`src/rtl/codec_init_seq.sv`:
```
// Power-up register-write sequencer for the TLV320DAC3203 codec, feeding an I2C master byte by byte.
// Optional feature: define CODEC_INIT_READBACK_EN to read back and verify every written register.
module codec_init_seq #(
  parameter logic [6:0] DEV_ADDR      = 7'h18,
  parameter int         NUM_ENTRIES   = 8,
  parameter int         MS_CYCLES     = 12000,
  parameter int         STROBE_CYCLES = 4,
  parameter int         BUSY_TIMEOUT  = 4096
) (
  input  logic       clk,
  input  logic       reset,
  input  logic       start,
  input  logic       busy,
  input  logic [7:0] rdata,
  output logic [7:0] i2c_din,
  output logic       copy_enable,
  output logic       done,
  output logic       error,
  output logic [7:0] step
);

  typedef enum logic [3:0] {
    IDLE, LOAD, SETUP, STROBE_HI, STROBE_LO, WAIT_BUSY_HI, WAIT_BUSY_LO, DELAY, DONE
  } state_t;

  state_t      state_r, state_s;
  logic [31:0] cnt_r, cnt_s;
  logic [1:0]  byte_idx_r, byte_idx_s;
  logic [7:0]  din_r, din_s;
  logic        ce_r, ce_s;
  logic        done_r, done_s;
  logic        error_r, error_s;
  logic [7:0]  step_r, step_s;
  logic [15:0] entry_s;
  logic [7:0]  reg_s, val_s;
  logic        rd_s;
  logic [1:0]  last_s;

`ifdef CODEC_INIT_READBACK_EN
  logic        rd_r, cmp_r, rd_nxt_s, cmp_s;
  assign rd_s   = rd_r;
  assign last_s = rd_r ? 2'd1 : 2'd2;
`else
  logic        unused_rdata_s;
  assign unused_rdata_s = ^rdata;
  assign rd_s   = 1'b0;
  assign last_s = 2'd2;
`endif

  // {reg, val}; reg 8'hFF marks a delay of val milliseconds.
  function automatic logic [15:0] table_entry(input logic [7:0] idx);
    case (idx)
      8'd0:    return 16'h0000;
      8'd1:    return 16'h0101;
      8'd2:    return 16'hFF0A;
      8'd3:    return 16'h0403;
      8'd4:    return 16'h0591;
      8'd5:    return 16'h0B81;
      8'd6:    return 16'h0C82;
      8'd7:    return 16'h3FD6;
      default: return 16'hFF00;
    endcase
  endfunction

  function automatic logic [7:0] pick_byte(input logic [1:0] b, input logic rd,
                                           input logic [7:0] r, input logic [7:0] v);
    case (b)
      2'd0:    return {DEV_ADDR, rd};
      2'd1:    return r;
      default: return v;
    endcase
  endfunction

  assign entry_s = table_entry(step_r);
  assign reg_s   = entry_s[15:8];
  assign val_s   = entry_s[7:0];

  // Next-state and next-output logic for the sequencer.
  always_comb begin
    state_s    = state_r;
    cnt_s      = cnt_r;
    byte_idx_s = byte_idx_r;
    din_s      = din_r;
    ce_s       = ce_r;
    done_s     = done_r;
    error_s    = error_r;
    step_s     = step_r;
`ifdef CODEC_INIT_READBACK_EN
    rd_nxt_s   = rd_r;
    cmp_s      = cmp_r;
`endif
    case (state_r)
      IDLE, DONE: begin
        if (start) begin
          step_s  = 8'd0;
          error_s = 1'b0;
          done_s  = 1'b0;
          state_s = LOAD;
        end else begin
          state_s = state_r;
        end
      end
      LOAD: begin
        cnt_s = 32'd0;
        if (step_r == 8'(NUM_ENTRIES)) begin
          done_s  = 1'b1;
          state_s = DONE;
        end else if (reg_s == 8'hFF) begin
          // A zero-length delay costs only this LOAD cycle.
          if (val_s == 8'd0) begin
            step_s = step_r + 8'd1;
          end else begin
            cnt_s   = 32'(val_s) * 32'(MS_CYCLES) - 32'd1;
            state_s = DELAY;
          end
        end else begin
          byte_idx_s = 2'd0;
          din_s      = pick_byte(2'd0, 1'b0, reg_s, val_s);
`ifdef CODEC_INIT_READBACK_EN
          rd_nxt_s   = 1'b0;
`endif
          state_s    = SETUP;
        end
      end
      SETUP: begin
        if (cnt_r == 32'd1) begin
          cnt_s   = 32'd0;
          ce_s    = 1'b1;
          state_s = STROBE_HI;
        end else begin
          cnt_s = cnt_r + 32'd1;
        end
      end
      STROBE_HI: begin
        if (cnt_r == 32'(STROBE_CYCLES - 1)) begin
          cnt_s   = 32'd0;
          ce_s    = 1'b0;
          state_s = STROBE_LO;
        end else begin
          cnt_s = cnt_r + 32'd1;
        end
      end
      STROBE_LO: begin
        if (cnt_r == 32'd1) begin
          cnt_s = 32'd0;
          if (byte_idx_r < last_s) begin
            byte_idx_s = byte_idx_r + 2'd1;
            din_s      = pick_byte(byte_idx_r + 2'd1, rd_s, reg_s, val_s);
            state_s    = SETUP;
          end else begin
            state_s = WAIT_BUSY_HI;
          end
        end else begin
          cnt_s = cnt_r + 32'd1;
        end
      end
      WAIT_BUSY_HI: begin
        if (busy) begin
          cnt_s   = 32'd0;
          state_s = WAIT_BUSY_LO;
        end else if (cnt_r == 32'(BUSY_TIMEOUT - 1)) begin
          cnt_s   = 32'd0;
          error_s = 1'b1;
          step_s  = step_r + 8'd1;
          state_s = LOAD;
        end else begin
          cnt_s = cnt_r + 32'd1;
        end
      end
      WAIT_BUSY_LO: begin
`ifdef CODEC_INIT_READBACK_EN
        // The read result is compared the cycle after busy drops.
        if (cmp_r) begin
          cmp_s   = 1'b0;
          error_s = error_r | (rdata != val_s);
          step_s  = step_r + 8'd1;
          state_s = LOAD;
        end else if (!busy) begin
          if (rd_r) begin
            cmp_s = 1'b1;
          end else begin
            rd_nxt_s   = 1'b1;
            byte_idx_s = 2'd0;
            din_s      = pick_byte(2'd0, 1'b1, reg_s, val_s);
            cnt_s      = 32'd0;
            state_s    = SETUP;
          end
        end else begin
          cmp_s = 1'b0;
        end
`else
        if (!busy) begin
          step_s  = step_r + 8'd1;
          state_s = LOAD;
        end else begin
          state_s = WAIT_BUSY_LO;
        end
`endif
      end
      DELAY: begin
        if (cnt_r == 32'd0) begin
          step_s  = step_r + 8'd1;
          state_s = LOAD;
        end else begin
          cnt_s = cnt_r - 32'd1;
        end
      end
      default: state_s = IDLE;
    endcase
  end

  // State and output registers with synchronous reset.
  always_ff @(posedge clk) begin
    if (reset) begin
      state_r    <= IDLE;
      cnt_r      <= 32'd0;
      byte_idx_r <= 2'd0;
      din_r      <= 8'h00;
      ce_r       <= 1'b0;
      done_r     <= 1'b0;
      error_r    <= 1'b0;
      step_r     <= 8'd0;
`ifdef CODEC_INIT_READBACK_EN
      rd_r       <= 1'b0;
      cmp_r      <= 1'b0;
`endif
    end else begin
      state_r    <= state_s;
      cnt_r      <= cnt_s;
      byte_idx_r <= byte_idx_s;
      din_r      <= din_s;
      ce_r       <= ce_s;
      done_r     <= done_s;
      error_r    <= error_s;
      step_r     <= step_s;
`ifdef CODEC_INIT_READBACK_EN
      rd_r       <= rd_nxt_s;
      cmp_r      <= cmp_s;
`endif
    end
  end

  assign i2c_din     = din_r;
  assign copy_enable = ce_r;
  assign done        = done_r;
  assign error       = error_r;
  assign step        = step_r;

endmodule

```
`config.mk`:
```
export PLATFORM = sky130hd
export DESIGN_NAME = codec_init_seq
export DESIGN_NICKNAME = d
export VERILOG_FILES = /design/src/rtl/codec_init_seq.sv
export SDC_FILE = /design/constraint.sdc
export NUM_CORES = 1
export LEC_CHECK = 0
export CAP_MARGIN = 20
export CORE_MARGIN = 3
export CORE_UTILIZATION = 60
export CTS_BUF_LIST = sky130_fd_sc_hd__clkbuf_8
export DETAILED_ROUTE_END_ITERATION = 7
export HOLD_SLACK_MARGIN = 0.15
export PLACE_DENSITY = 0.89
export SLEW_MARGIN = 5
export SYNTH_ARGS = -nofsm -noshare
export SYNTH_HDL_FRONTEND = slang
export SYNTH_SLANG_ARGS = --single-unit
```
`constraint.sdc`:
```
create_clock -name clk -period 10.75 [get_ports clk]
set_input_delay 2.15 -clock clk [delete_from_list [all_inputs] [get_ports clk]]
set_output_delay 2.15 -clock clk [all_outputs]
set_load 0.02 [all_outputs]
```
# Word-level counts from Yosys, hierarchy flattened
# Memories as Yosys holds them, arrays and structs flattened. A register that Yosys moved wholly into a read port is not among the register bits.
# Cells that the tools add are included.
# classes
bitwise_logic,0
n_div,0
shifts,0
n_addsub,5
order_cmp,1
n_reduce_logical,20
n_mul,1
eq_ne,31
n_mux,54
# op_table
op,n
$mux W32,8
$pmux W32 S5,1
$mux W8,12
$mux W4,10
$pmux W8 S5,1
$add A32 B1 Y32 const B,1
$eq A32 B1 Y1 const B,1
$eq A32 B12 Y1 const B,1
$eq A32 B2 Y1 const B,1
$logic_not A32 Y1,1
$pmux W4 S8,1
$pmux W8 S2,2
$sub A32 B1 Y32 const B,1
$ne A2 B2 Y1 const B,15
$sub A22 B1 Y23 const B,1
$mul A8 B9 Y17 const B,1
$eq A4 B3 Y1 const B,4
$mux W16,1
$mux W3,4
$reduce_bool A5 Y1,2
$reduce_and A9 Y1,1
$add A8 B1 Y8 const B,1
$eq A4 B2 Y1 const B,2
$eq A8 B4 Y1 const B,1
other kinds (23),38
# word_totals
wordCells,121
latch_bits,0
input_bits,12
reg_bits,57
output_inout_bits,19
mem_bits_rw,0
mem_count,1
mem_bits_ro,120
# mem_list
name,depth,word_bits,read_ports,rd_clocked_by_memory_dff,write_ports,line_no,rtl
(name not given),8,15,1,1,0,52,case (idx)

# Depth between registers and ports, before layout
# logic_depth
ltp_word,9
ltp_mapped,21
depth_no_buf,21

# Worst setup path after synthesis
# Ideal clock, no wire load.
# synth_path
path_kind,register to register
from,reg step_r[4] (netlist: step[4])
to,reg cnt_r[30]
t_required_ns,10.673
setup_slack_ns,5.127
setup_time_ns,0.077
n_path_buf,1
path_stages_with_launch,22
synth_period_minus_slack_ns,5.623
arrival_ns,5.546
cell_sequence,dfxtp_1 > or4_1 > nor2_1 > clkbuf_1 > nand2_1 > inv_1 > nand2_1 > fa_1 > inv_1 > ha_1 > inv_1 > fa_1 > inv_1 > ha_1 > and3_1 > a221oi_1 > xnor2_1 > a211oi_1 > and3_1 > and3_1 > nand4_1 > a31oi_1
# synth_between
elab_chain_cells,8
word_cells_on_any_way,11
classes_between,add/sub: 1; mul: 1; eq/ne: 2; mux: 5; reduce/logical: 2
# synth_rtl
item,line_no,rtl
start: declaration,33,"logic [7:0] step_r, step_s;"
start signal: assignment,235,step_r <= step_s;
$logic_not A5 Y1,52,
$mux W16,52,
$mul A8 B9 Y17,113,cnt_s = 32'(val_s) * 32'(MS_CYCLES) - 32'd1;
$sub A22 B1 Y23,113,
$mux W32,110,if (val_s == 8'd0) begin
$mux W32,108,end else if (reg_s == 8'hFF) begin
$mux W32 *,105,if (step_r == 8'(NUM_ENTRIES)) begin
$pmux W32 S5 *,92,case (state_r)
end signal: assignment,229,cnt_r <= cnt_s;
end: declaration,27,"logic [31:0] cnt_r, cnt_s;"
# Every way passes the cells marked *; elsewhere a longest branch is shown, timed or not.
# A chain may end at the register's enable or synchronous reset.

# Worst setup path after layout
# layout_path
from,reg step_r[4] (netlist: step[4])
to,reg cnt_r[27]
# The elaborated chain is that of the path after synthesis.

==> summary.txt <==
maximum buffer depth of the clock tree: 2
fin crit period: 7.03 ns
final-report setup violation count: 0
RSZ-0062 raised after global routing: no
number of instances in the synthesized netlist: 883
peak supply drop: 159 µV
H-tree level count: 3
number of distinct standard cells referenced by the synthesized netlist: 72
Reg2Reg Depth: 19
most frequently used cell type in the post-synthesis netlist: sky130_fd_sc_hd__nor2_1
clk_lat worst skew: 0.37 ns
buffer type at the clock tree root: sky130_fd_sc_hd__clkbuf_8
fraction of final layout cells sized beyond drive strength 1: 4.97%
height of the chip: 111 µm
routed via count: 6,699
nets@finish: 936
Worst Setup Slack, final: 3.72 ns
Setup Fix Bufs, Post-CTS: 0
largest net degree at the start of global routing: 47
share of the synthesized area in the top cell type: 20.8%
vias in the first global route: 6,194
drt total wl: 17,500 µm
crit path DAT: 7.32 ns
Fmax achieved: 0.142 GHz
clk slew on worst S/H paths: 0.08 ns
most used standard cells in the synthesized netlist: 71 x sky130_fd_sc_hd__nor2_1, 70 x sky130_fd_sc_hd__a21oi_1, 68 x sky130_fd_sc_hd__dfxtp_1, 65 x sky130_fd_sc_hd__nand2_1, 64 x sky130_fd_sc_hd__o21ai_0
diodes inserted: 0
cell accounting for the most synthesized area: sky130_fd_sc_hd__dfxtp_1
crit end category: flip-flop
synthesis-to-layout area growth: 5.29%
Num CTS Buffers: 9
Routed Antenna Nets: 0
fraction of synthesis flops using an asynchronous set or reset pin: 0%
critical path launch point type: flip-flop
first-pass GRT wire length: 29,800 µm
register area share after synthesis: 20.8%
GRT Residual Overflow: 0
number of instances resized during post-cts repair: 0
Synth area leaders: sky130_fd_sc_hd__dfxtp_1 21%, sky130_fd_sc_hd__ha_1 9.5%, sky130_fd_sc_hd__a21oi_1 5.3%
Worst Max-Slew Pin Slew: 0.898 ns
prevailing post-synth register cell: sky130_fd_sc_hd__dfxtp_1
placeable core region: 0.0105 mm²
yosys synthesis warning count: 0
power density of the placed cells: 226 mW/mm²
setup slack at placement: 3.86 ns
post-DR vias/cell: 6.69
CTS tree: built
synthesized cell area: 0.00655 mm²
EDFF count, synth: 0
FF+latch count, synth: 68
average size of a mapped cell: 7.42 µm²
DRC violations left: 0
run status: complete, no violations
count of endpoints failing hold in the final timing report: 0
GPL Wtd Cong: 0.918
Initial DRC Count: 675
Initial Utilization: 62.6%
post-detailed-route wirelength per cell: 17.5 µm
class of the most critical setup path: flip-flop to flip-flop
First-pass DRT Iterations: 7
row count: 37
CP Data Required Time: 11.04 ns
number of pins with negative max-slew slack in the final report: 0
Post-Synthesis Net Count: 958
count of input and output buffers: 22
Worst Hold Path Cells: 2
final setup skew: 0.0102 ns
CTS Sinks: 68
overall routing resource usage: 28.6%
leak pwr: 0.00286 µW
I/O Pins: 31
Die Span X: 111 µm
# hold bufs at CTS: 0
number of antenna violations at the first check in global routing: 0
kind of path behind the tightest hold check: flip-flop to flip-flop
count of maximum capacitance violations: 0
crit share post-route: 65.4%
detailed-placement wirelength estimate: 12,200 µm
Setup TNS Final: 0 ns
max-slew headroom at the worst pin: 39.9%
overall die area: 0.0122 mm²
maximum fanout encountered on the critical timing path: 12
worst hold slack: 0.451 ns
cell families (layout without fill, tap and decap cells):
kind of cell,after synthesis,after routing,share of synthesized area (%)
XOR/XNOR,44,44,5.88
flip-flops,68,68,20.8
AND/OR/NAND/NOR,311,311,24.5
adder cells (fa/ha/maj),63,63,13.5
buffers and inverters,124,106,7.67
multiplexers,9,9,1.39
AO/OA/AOI/OAI,264,264,26.3
per-layer routing:
layer  wire length, µm  GRT usage [%]  vias to the layer above
li1                  -              -                     3189
met1              7420           38.4                     3145
met2              8200           45.6                      316
met3              1380           5.48                       49
met4               521           10.7                        0
met5                 0              0                        -
placed cells by master, fill, tap and decap left out, types with 5 or more instances in the layout:
cell type	Yosys	routed
sky130_fd_sc_hd__fa_1	13	13
sky130_fd_sc_hd__o221ai_1	6	6
sky130_fd_sc_hd__or2_2	6	6
sky130_fd_sc_hd__a221oi_1	6	6
sky130_fd_sc_hd__inv_1	59	60
sky130_fd_sc_hd__xor2_1	19	19
sky130_fd_sc_hd__o21a_1	7	7
sky130_fd_sc_hd__o211ai_1	5	5
sky130_fd_sc_hd__buf_4	1	8
sky130_fd_sc_hd__a311oi_1	5	5
sky130_fd_sc_hd__clkbuf_8	0	9
sky130_fd_sc_hd__or3_1	13	13
sky130_fd_sc_hd__clkdlybuf4s50_1	0	22
sky130_fd_sc_hd__nand2b_1	5	5
sky130_fd_sc_hd__a21o_1	9	9
sky130_fd_sc_hd__nor3_1	27	26
sky130_fd_sc_hd__nor2_1	71	71
sky130_fd_sc_hd__a21oi_1	70	70
sky130_fd_sc_hd__nand3_1	30	30
sky130_fd_sc_hd__and3_1	18	18
sky130_fd_sc_hd__xnor2_1	25	25
sky130_fd_sc_hd__a22oi_1	10	10
sky130_fd_sc_hd__nand4_1	13	13
sky130_fd_sc_hd__mux2i_1	8	8
sky130_fd_sc_hd__a31oi_1	11	11
sky130_fd_sc_hd__a211o_1	7	7
sky130_fd_sc_hd__nor4_1	19	19
sky130_fd_sc_hd__o22ai_1	12	12
sky130_fd_sc_hd__nor2b_1	9	9
sky130_fd_sc_hd__o21ai_0	64	64
sky130_fd_sc_hd__ha_1	50	50
sky130_fd_sc_hd__nand2_1	65	65
sky130_fd_sc_hd__or4_1	9	9
sky130_fd_sc_hd__and4_1	6	6
sky130_fd_sc_hd__a211oi_1	8	8
sky130_fd_sc_hd__dfxtp_1	68	68
stage by stage:
step | cells | util [%] | area (µm²) | power, µW
global placement | 986 | 64.4 | 6740 | 1310
CTS | 1001 | 66.0 | 6900 | 1530
global route | 1001 | 66.0 | 6900 | 1680
floorplan | 883 | - | 6550 | 1160
finish | 1001 | 66.0 | 6900 | 1560
detailed placement | 986 | 64.4 | 6740 | 1340
final cells by class:
| class | count | area [µm²] |
|---|---|---|
| clock buffers | 9 | 124 |
| clock inverters | 6 | 33.8 |
| fillers | 920 | 3560 |
| inverters | 61 | 229 |
| multi-input cells | 691 | 4700 |
| flip-flops and latches | 68 | 1360 |
| well taps | 136 | 170 |
| repair buffers | 30 | 280 |
worst paths after layout:
kind / from / end / slack (ns)
worst max-delay path: step[4]$_SDFFE_PP0P_ / cnt_r[27]$_SDFFE_PP0P_ / 3.72
worst min-delay path: i2c_din[3]$_SDFFE_PP0P_ / i2c_din[3]$_SDFFE_PP0P_ / 0.45
worst max register to register: step[4]$_SDFFE_PP0P_ / cnt_r[27]$_SDFFE_PP0P_ / 3.72
worst min register to register: i2c_din[3]$_SDFFE_PP0P_ / i2c_din[3]$_SDFFE_PP0P_ / 0.45
power by group:
part	total, µW	switching (µW)	leakage (µW)	internal (µW)
Combinational	966	602	0.00222	364
Clock	189	109	0.0000821	80.3
Sequential	402	99.4	0.000553	303
Total	1560	811	0.00286	747
critical path, cell delays in order, from the launching register on:
cell	delay (ns)
sky130_fd_sc_hd__dfxtp_1	0.38
sky130_fd_sc_hd__or4_1	0.59
sky130_fd_sc_hd__nor2_1	0.60
sky130_fd_sc_hd__nand2_1	0.39
sky130_fd_sc_hd__inv_1	0.24
sky130_fd_sc_hd__ha_1	0.29
sky130_fd_sc_hd__ha_1	0.28
sky130_fd_sc_hd__inv_1	0.05
sky130_fd_sc_hd__fa_1	0.51
sky130_fd_sc_hd__fa_1	0.56
sky130_fd_sc_hd__inv_1	0.05
sky130_fd_sc_hd__ha_1	0.36
sky130_fd_sc_hd__and3_1	0.19
sky130_fd_sc_hd__a221oi_1	0.60
sky130_fd_sc_hd__xnor2_1	0.22
sky130_fd_sc_hd__a211oi_1	0.37
sky130_fd_sc_hd__and3_1	0.30
sky130_fd_sc_hd__and3_1	0.19
sky130_fd_sc_hd__nand4_1	0.46
sky130_fd_sc_hd__a31oi_1	0.32
Power figures use the tool's default switching activity.
